$ cat config.mk
export PLATFORM = sky130hd
export DESIGN_NAME = pipe_scmiss_seq
export DESIGN_NICKNAME = d
export VERILOG_FILES = /design/src/rtl/pipe_scmiss_seq.sv
export SDC_FILE = /design/constraint.sdc
export NUM_CORES = 1
export LEC_CHECK = 0
export BUFFER_PORTS_ARGS = -buffer_cell sky130_fd_sc_hd__buf_2
export CORE_ASPECT_RATIO = 1.2
export CORE_MARGIN = 8
export CORE_UTILIZATION = 40
export CTS_BUF_LIST = sky130_fd_sc_hd__clkbuf_8 sky130_fd_sc_hd__clkbuf_16
export CTS_CLUSTER_DIAMETER = 150
export DETAILED_ROUTE_END_ITERATION = 8
export PLACE_DENSITY = 0.66
export RECOVER_POWER = 100
export SLEW_MARGIN = 20
export SYNTH_ARGS = -nofsm -noshare
export SYNTH_HDL_FRONTEND = slang
export SYNTH_SLANG_ARGS = --single-unit
$ cat constraint.sdc
create_clock -name clk -period 3.1 [get_ports clk]
set_clock_uncertainty 0.05 [all_clocks]
set_input_delay 0.31 -clock clk [delete_from_list [all_inputs] [get_ports clk]]
set_output_delay 0.31 -clock clk [all_outputs]
set_load 0.005 [all_outputs]
$ cat src/rtl/pipe_scmiss_seq.sv
`default_nettype none
// +--------------------------------------------------------------------------+
// | pipe_scmiss_seq : stack-cache read-miss fill sequencer for the E stage   |
// | Rev 1.0 - initial release                                                |
// +--------------------------------------------------------------------------+
module pipe_scmiss_seq #(
   parameter int DW       = 32,
   parameter int TMO_W    = 8,
   parameter int MAX_WAIT = 255
) (
   input  logic          clk,
   input  logic          reset_l,
   input  logic          inst_vld_e,
   input  logic          rs1_miss_e,
   input  logic          rs2_miss_e,
   input  logic [31:0]   rs1_addr_e,
   input  logic [31:0]   rs2_addr_e,
   input  logic          kill_e,
   input  logic          dcu_gnt,
   input  logic          iu_data_vld,
   input  logic [DW-1:0] dcu_data,
   output logic          sc_dcache_req,
   output logic [31:0]   sc_dcache_addr,
   output logic          sc_hold_e,
   output logic          rs1_fill_vld,
   output logic [DW-1:0] rs1_fill_data,
   output logic          rs2_fill_vld,
   output logic [DW-1:0] rs2_fill_data,
   output logic          sc_timeout_err
);

   localparam logic [2:0] C_IDLE  = 3'd0;
   localparam logic [2:0] C_REQ1  = 3'd1;
   localparam logic [2:0] C_WAIT1 = 3'd2;
   localparam logic [2:0] C_REQ2  = 3'd3;
   localparam logic [2:0] C_WAIT2 = 3'd4;
   localparam logic [2:0] C_DONE  = 3'd5;
   localparam logic [2:0] C_DRAIN = 3'd6;

   localparam logic [TMO_W-1:0] C_MAX_WAIT = TMO_W'(MAX_WAIT);

   logic [2:0]       state_q, state_d;
   logic [TMO_W-1:0] tmo_q, tmo_d;
   logic             err_q, err_d;
   logic             pend1_q, pend2_q;
   logic [31:0]      addr1_q, addr2_q;
   logic [DW-1:0]    fill1_q, fill2_q;

   logic w_miss;
   logic w_in_wait;
   logic w_tmo;
   logic w_tmo_fire;
   logic w_take1;
   logic w_take2;

   assign w_miss    = (state_q == C_IDLE) & inst_vld_e & (rs1_miss_e | rs2_miss_e) & ~kill_e;
   assign w_in_wait = (state_q == C_WAIT1) | (state_q == C_WAIT2) | (state_q == C_DRAIN);
   assign w_tmo     = (tmo_q == C_MAX_WAIT) & ~iu_data_vld;
   // A kill in WAITx diverts to DRAIN, which restarts the wait window.
   assign w_tmo_fire = w_tmo & (((state_q == C_WAIT1) | (state_q == C_WAIT2)) & ~kill_e
                                | (state_q == C_DRAIN));
   assign w_take1 = (state_q == C_WAIT1) & iu_data_vld & ~kill_e;
   assign w_take2 = (state_q == C_WAIT2) & iu_data_vld & ~kill_e;

   always_ff @(posedge clk) begin
      if (!reset_l) begin
         state_q <= C_IDLE;
      end else begin
         state_q <= state_d;
      end
   end

   always_comb begin
      state_d = state_q;
      case (state_q)
         C_IDLE: begin
            if (w_miss) state_d = rs1_miss_e ? C_REQ1 : C_REQ2;
         end
         C_REQ1: begin
            if (kill_e)       state_d = dcu_gnt ? C_DRAIN : C_IDLE;
            else if (dcu_gnt) state_d = C_WAIT1;
         end
         C_REQ2: begin
            if (kill_e)       state_d = dcu_gnt ? C_DRAIN : C_IDLE;
            else if (dcu_gnt) state_d = C_WAIT2;
         end
         C_WAIT1: begin
            if (kill_e)           state_d = iu_data_vld ? C_IDLE : C_DRAIN;
            else if (iu_data_vld) state_d = pend2_q ? C_REQ2 : C_DONE;
            else if (w_tmo)       state_d = C_IDLE;
         end
         C_WAIT2: begin
            if (kill_e)           state_d = iu_data_vld ? C_IDLE : C_DRAIN;
            else if (iu_data_vld) state_d = C_DONE;
            else if (w_tmo)       state_d = C_IDLE;
         end
         C_DONE:  state_d = C_IDLE;
         C_DRAIN: begin
            if (iu_data_vld || w_tmo) state_d = C_IDLE;
         end
         default: state_d = C_IDLE;
      endcase
   end

   always_comb begin
      sc_dcache_req  = (state_q == C_REQ1) | (state_q == C_REQ2);
      sc_dcache_addr = 32'd0;
      if (state_q == C_REQ1) sc_dcache_addr = addr1_q;
      if (state_q == C_REQ2) sc_dcache_addr = addr2_q;
      sc_hold_e    = w_miss | sc_dcache_req | w_in_wait;
      rs1_fill_vld = (state_q == C_DONE) & pend1_q & ~kill_e;
      rs2_fill_vld = (state_q == C_DONE) & pend2_q & ~kill_e;
   end

   always_comb begin
      tmo_d = tmo_q;
      if (state_d != state_q) begin
         tmo_d = '0;
      end else if (w_in_wait) begin
         tmo_d = tmo_q + 1'b1;
      end
      err_d = err_q | w_tmo_fire;
   end

   always_ff @(posedge clk) begin
      if (!reset_l) begin
         tmo_q   <= '0;
         err_q   <= 1'b0;
         pend1_q <= 1'b0;
         pend2_q <= 1'b0;
         addr1_q <= 32'd0;
         addr2_q <= 32'd0;
         fill1_q <= '0;
         fill2_q <= '0;
      end else begin
         tmo_q <= tmo_d;
         err_q <= err_d;
         if (w_miss) begin
            pend1_q <= rs1_miss_e;
            pend2_q <= rs2_miss_e;
            addr1_q <= rs1_addr_e;
            addr2_q <= rs2_addr_e;
         end
         if (w_take1) fill1_q <= dcu_data;
         if (w_take2) fill2_q <= dcu_data;
      end
   end

   assign rs1_fill_data  = fill1_q;
   assign rs2_fill_data  = fill2_q;
   assign sc_timeout_err = err_q;

endmodule
`default_nettype wire
==> results of run 1 <==
## path summary, 6_finish.rpt
kind	from	to	slack, ns	cells after the start
worst max register to register	state_q[1]$_SDFF_PN0_	tmo_q[0]$_SDFFE_PP0P_	0.49	4
worst min register to register	rs2_fill_data[3]$_SDFFE_PN0P_	rs2_fill_data[3]$_SDFFE_PN0P_	0.41	2
worst max-delay path	state_q[1]$_SDFF_PN0_	tmo_q[0]$_SDFFE_PP0P_	0.49	4
worst min-delay path	rs2_addr_e[27]	addr2_q[27]$_SDFFE_PN0P_	0.09	3
## registers in the layout (all words and copies together) (netlist names)
name and count:
addr1_q 32, pend2_q 1, rs1_fill_data 32, tmo_q 8
state_q 3, addr2_q 32, sc_timeout_err 1, rs2_fill_data 32
pend1_q 1
## final cells by class
type                       count  area (um^2)  area share, %
sequential                   142         2840           36.9
clock inverter                 8          141           1.84
multi-input combinational    532         2990           38.8
timing repair buffer         213          993           12.9
tap                          204          255           3.32
clock buffer                  20          467           6.07
inverter                       2         7.51         0.0976
## routing by layer
metal  vias up  track usage, %  part of all wire (%)
li1       2761               -                     -
met1      2457            19.8                    43
met2       156            26.8                    47
met3        23            7.15                   8.6
met4         2            6.83                   1.8
met5         -               0                 0.078
## per-stage QoR
step / hold WS (ns) / util [%] / worst slack [ns] / power [mW]
detailed placement: 0.393 / 48.1 / 1.03 / 2.39
floorplan: 0.381 / - / 1.39 / 2.24
CTS: 0.0638 / 52.2 / 0.665 / 4.52
global placement: 0.388 / 48.1 / 1.07 / 2.39
global route: 0.0755 / 51.4 / 0.258 / 4.63
finish: 0.0916 / 51.4 / 0.492 / 4.44
## report_power, final
part           internal, mW  leakage (nW)  switching, mW
Combinational         0.174          1.34          0.227
Sequential             1.89          1.15         0.0424
Clock                  1.39         0.301          0.723
Total                  3.45          2.79          0.993
## logic make-up (layout without fill, tap and decap cells)
group                      count (synthesis)  count (layout)  share of synthesized area (%)
adders and majority gates                  1               1                          0.205
muxes                                     33              33                           5.40
buffers and inverters                     59             243                           4.56
AOI/OAI and AO/OA                        158             158                           19.9
xor gates and xnor gates                   8               8                           1.15
DFF                                      142             142                           46.5
and+or+nand+nor                          332             332                           22.3
## worst max-delay path, stage by stage (launching register included)
cell and delay, ns:
dfxtp_1 0.68, and3_1 1.12, a211o_1 0.31, o2111ai_4 0.19
a21oi_1 0.19
## placed cells by master, fill, tap and decap left out, types with 2 or more instances in the layout
master	n
inv_1	3
o211a_1	2
clkbuf_2	7
buf_2	117
nand3_1	4
xnor2_1	3
a21boi_1	2
and3_1	3
nand2_1	265
clkbuf_1	81
nor2_1	40
o211ai_1	2
mux2i_1	33
o21ai_0	2
a21oi_1	10
clkinv_2	2
xor2_1	5
dfxtp_1	142
a21boi_0	129
bufinv_16	4
nand4_1	4
nor3_1	2
clkbuf_8	3
buf_4	6
clkbuf_16	17
and4_1	2
==> summary.md, run 1 <==
| Metric | Value |
|---|---|
| Asr flop ratio synth | 0% |
| Non-filler cells, final | 1121 |
| Num rows | 49 |
| CTS Sinks | 142 |
| Total GRT Usage | 16.9% |
| Synth area leader | dfxtp_1 |
| Hold-fix buffers, CTS | 0 |
| CP arrival | 2.90 ns |
| Post-DP HPWL | 11600 um |
| Post-synth top area share | 46.5% |
| NumNets Final | 1013 |
| Filler cells | 1520 |
| I/O pin cnt | 205 |
| Post-synthesis cell type count | 49 |
| Buffers on Ports | 204 |
| Power Density | 577 nW/um^2 |
| 1st-iter DRT viols | 250 |
| Max-slew violations | 0 |
| Top post-synthesis cells by area | dfxtp_1 47%, nand2_1 16%, a21boi_1 12% |
| Max FO, Critical Path | 34 |
| Post-synthesis cell count | 733 |
| RSZ-0062 raised after global routing | false |
| Die Ht | 151 um |
| GRT overflow | 0 |
| VDD IR-drop max | 298 uV |
| Number of synthesized register bits | 142 |
| Post-CTS resize count | 0 |
| Synth cell count leaders | 265 x nand2_1, 142 x dfxtp_1, 98 x a21boi_1 |
| Diodes inserted | 0 |
| Worst hold path type | input pin to flop |
| CTS Buf Count | 17 |
| Worst-path clk slew | 0.06 ns |
| Final hold violations | 0 |
| Syn-to-layout area delta | 25.8% |
| Slew margin rel. | 2.15% |
| Inst Count DP | 1093 |
| Largest net degree at the start of global routing | 67 |
| Worst setup EP type | flop |
| Initial antenna violation count | 1 |
| Design Area, Final | 7690 um^2 |
| Full die area | 19500 um^2 |
| CORE AREA | 15000 um^2 |
| DRC violations left | 0 |
| First-pass GRT wire length | 26200 um |
| TritonCTS clock tree | yes |
| Die X-Extent | 129 um |
| Mapped Area | 6110 um^2 |
| Via density | 4.82 |
| Post-CTS Setup Bufs | 0 |
| Worst Setup Path Type | flop to flop |
| Period utilization | 84.1% |
| F_max | 0.383 GHz |
| Final weighted congestion in routability-driven placement | 0.808 |
| Max clock buf depth | 2 |
| Count leader, synth | nand2_1 |
| Starting Density | 40.9% |
| Final setup fails | 0 |
| Syn nets | 838 |
| Mean Syn Cell Area | 8.34 um^2 |
| Wirelength per Cell | 14.8 um |
| Root Buffer | clkbuf_16 |
| Req. time, crit path | 3.39 ns |
| Status | finished clean |
| Skew-Pair Late Insertion Delay | 0.41 ns |
| Leak pwr | 2.79 nW |
| Max-cap viol count | 0 |
| Sequential area share after synthesis | 46.5% |
| Setup TNS | 0 ns |
| Drt pass-1 iters | 4 |
| Area post-placement | 7200 um^2 |
| Layout cells sized above 1 | 18.0% |
| Vias in the first global route | 5268 |
| DR vias | 5399 |
| Number of synthesis warnings | 0 |
| Pin slew with the least headroom to its limit | 1.47 ns |
| CP startpoint kind | flop |
| Top_reg_cell synth | dfxtp_1 |
| Final critical-path required period | 2.61 ns |
| Total wire length | 16600 um |
| # H-tree levels | 4 |
| Antenna-violating nets left | 0 |
| EDFF count, synth | 0 |
Power figures use the tool's default switching activity.
==> run 2: changes to the inputs <==
Settings changed: PLACE_DENSITY 0.66 to 0.68.
Clock period 3.1 ns to 2.3 ns, I/O delays scaled along.
==> run 2 against run 1 <==
Effect of this change: sequential power is 35% higher; via count is 5.2% higher; critical path type unchanged; maximum frequency increased by 22%; worst hold slack worse by 0.069 ns; power grew 39%; critical endpoint is now state_q[0]$_SDFF_PN0_; largest power group unchanged; utilization up 4.6 points; combinational power increased by 58%; first-iteration DRC count increased by 14%; clock-buffer cell count unchanged.
==> summary.md, run 2 (synthesis results as in run 1) <==
| Metric | Value |
|---|---|
| Status | finished clean (unchanged) |
| Worst setup EP type | flop (unchanged) |
| RSZ-0062 raised after global routing | false (unchanged) |
| DR vias | 5681 (was 5399) |
| Commonest non-fill, non-tap cell in the layout | nand2_1 (unchanged) |
| WP buf/inv | 1 (was 0) |
| Post-DP HPWL | 11800 um (was 11600 um) |
| Drt pass-1 iters | 4 (unchanged) |
| Leak pwr | 3.06 nW (was 2.79 nW) |
| Final hold violations | 0 (unchanged) |
| Max clock buf depth | 2 (unchanged) |
| I/O pin cnt | 205 (unchanged) |
| Most frequent cells in the layout | 265 x nand2_1, 140 x dfxtp_1, 128 x a21boi_0 (was 265 x nand2_1, 142 x dfxtp_1, 129 x a21boi_0) |
| Full die area | 19500 um^2 (unchanged) |
| Skew-Pair Late Insertion Delay | 0.41 ns (about the same) |
| Worst Setup Path Type | flop to flop (unchanged) |
| Antenna-violating nets left | 0 (unchanged) |
| Total wire length | 18000 um (was 16600 um) |
| R2r worst-path depth | 4 (unchanged) |
| Worst R2R Start | state_q[0]$_SDFF_PN0_ (was state_q[1]$_SDFF_PN0_) |
| Hold path depth | 3 (unchanged) |
| Max-cap viol count | 0 (unchanged) |
| Slew margin rel. | 48.5% (was 2.15%) |
| Vias in the first global route | 5809 (was 5268) |
| Syn-to-layout area delta | 37.1% (was 25.8%) |
| R2R Setup Slk | 0.16 ns (was 0.49 ns) |
| Layout cells sized above 1 | 16.5% (was 18.0%) |
| Root Buffer | clkbuf_16 (unchanged) |
| Max-slew violations | 0 (unchanged) |
| CTS Sinks | 142 (unchanged) |
| Final critical-path required period | 2.14 ns (was 2.61 ns) |
| Total GRT Usage | 18.7% (was 16.9%) |
| Setup TNS | 0 ns (unchanged) |
| Starting Density | 40.9% (unchanged) |
| Max FO, Critical Path | 33 (was 34) |
| Worst hold path type | input pin to flop (unchanged) |
| CP top delay family | flip-flops (was simple AND/OR/NAND/NOR gates) |
| Die X-Extent | 129 um (unchanged) |
| 1st-iter DRT viols | 286 (was 250) |
| CP peak stage delay | 0.58 ns (was 1.12 ns) |
| DRC violations left | 0 (unchanged) |
| WHS | 0.0229 ns (was 0.0916 ns) |
| GRT overflow | 0 (unchanged) |
| Die Ht | 151 um (unchanged) |
| NumNets Final | 1078 (was 1013) |
| TritonCTS clock tree | yes (unchanged) |
| # H-tree levels | 4 (unchanged) |
| First-pass GRT wire length | 29300 um (was 26200 um) |
| Buffers on Ports | 204 (unchanged) |
| CP Cell Sequence | nor2_1 -> and3_4 -> clkbuf_2 -> o41a_1 (was and3_1 -> a211o_1 -> o2111ai_4 -> a21oi_1) |
| Post-CTS Setup Bufs | 0 (unchanged) |
| Req. time, crit path | 2.54 ns (was 3.39 ns) |
| Final weighted congestion in routability-driven placement | 0.809 (was 0.808) |
| Num rows | 49 (unchanged) |
| Power Density | 734 nW/um^2 (was 577 nW/um^2) |
| Crit-path slowest cell | dfxtp_1 (was and3_1) |
| Hold Startpoint | dcu_data[15] (was rs2_addr_e[27]) |
| Wirelength per Cell | 15.1 um (was 14.8 um) |
| CORE AREA | 15000 um^2 (unchanged) |
| Initial antenna violation count | 2 (was 1) |
| Final worst slack | 0.156 ns (was 0.492 ns) |
| Inst Count DP | 1093 (unchanged) |
| Dpl ws | 0.394 ns (was 1.03 ns) |
| F_max | 0.466 GHz (was 0.383 GHz) |
| Via density | 4.77 (was 4.82) |
| Final setup fails | 0 (unchanged) |
| Pin slew with the least headroom to its limit | 0.773 ns (was 1.47 ns) |
| Worst-path clk slew | 0.06 ns (about the same) |
| CTS Buf Count | 17 (unchanged) |
| CP arrival | 2.38 ns (was 2.90 ns) |
| Non-filler cells, final | 1190 (was 1121) |
| R2r endpoint | state_q[0]$_SDFF_PN0_ (was tmo_q[0]$_SDFFE_PP0P_) |
| VDD IR-drop max | 385 uV (was 298 uV) |
| Worst Hold End | rs1_fill_data[15]$_SDFFE_PN0P_ (was addr2_q[27]$_SDFFE_PN0P_) |
| Largest net degree at the start of global routing | 135 (was 67) |
| Period utilization | 93.2% (was 84.1%) |
| CP startpoint kind | flop (unchanged) |
## run 2: cell count changes in the layout (fill, tap and decap cells not counted), sizes merged
cell | previous run | this run
diode | 0 | 1
buf | 125 | 123
clkinvlp | 1 | 2
clkbuf | 108 | 110
inv | 3 | 5
dlygate4sd3 | 0 | 65
## run 2: worst max-delay path by stage
stage                          start               endpoint  slack, ns  depth (start not counted)
2_1_floorplan  state_q[1]$_SDFF_PN0_  tmo_q[0]$_SDFFE_PP0P_       0.66                          6
3_3_place_gp   state_q[1]$_SDFF_PN0_  tmo_q[5]$_SDFFE_PP0P_       0.44                          5
3_5_place_dp   state_q[1]$_SDFF_PN0_  tmo_q[5]$_SDFFE_PP0P_       0.39                          5
4_1_cts        state_q[1]$_SDFF_PN0_     sc_dcache_addr[29]       0.05                          4
5_1_grt        state_q[0]$_SDFF_PN0_              sc_hold_e       0.05                          4
6_report       state_q[0]$_SDFF_PN0_  state_q[0]$_SDFF_PN0_       0.16                          4
## run 2: report_power, final
group / internal, mW / switching, mW / leakage (nW) / total [mW]
combinational: 0.307 / 0.327 / 1.60 / 0.634
sequential: 2.55 / 0.0620 / 1.15 / 2.61
clock: 1.89 / 1.02 / 0.311 / 2.91
total: 4.74 / 1.41 / 3.06 / 6.15
## run 2: metal layers
metal  global-route usage, %  up-vias  share of wire (%)
met1                    21.3     2564                 42
li1                        -     2894                  -
met5                       0        -              0.094
met3                    7.15       37                8.3
met4                    8.18        2                2.7
met2                    30.6      184                 47
## run 2: area by class of cell
cell class	count	area [um^2]
Antenna cell	1	2.50
Clock buffer	20	467
Clock inverter	11	165
Fill cell	1461	6580
Inverter	2	7.51
Multi-Input combinational cell	532	2990
Sequential cell	142	2850
Tap cell	204	255
Timing Repair Buffer	278	1660
## run 2: tightest hold or removal path, cell delays in order
cell      delay [ns]
buf_2           0.10
nand2_1         0.04
a21boi_0        0.06
## run 2: repair_timing
action | CTS | global route
resized for setup | 0 | 2
setup endpoints to repair | 0 | 19
hold endpoints to repair | 65 | 0
hold buffers | 65 | 0
## run 2: through the flow
step           area [um^2]  power (mW)  util [%]
4_1_cts               8500        6.25      56.8
6_report              8380        6.15      56.0
2_1_floorplan         6110        3.02         -
5_1_grt               8380        6.40      56.0
3_5_place_dp          7210        3.23      48.2
3_3_place_gp          7210        3.22      48.2
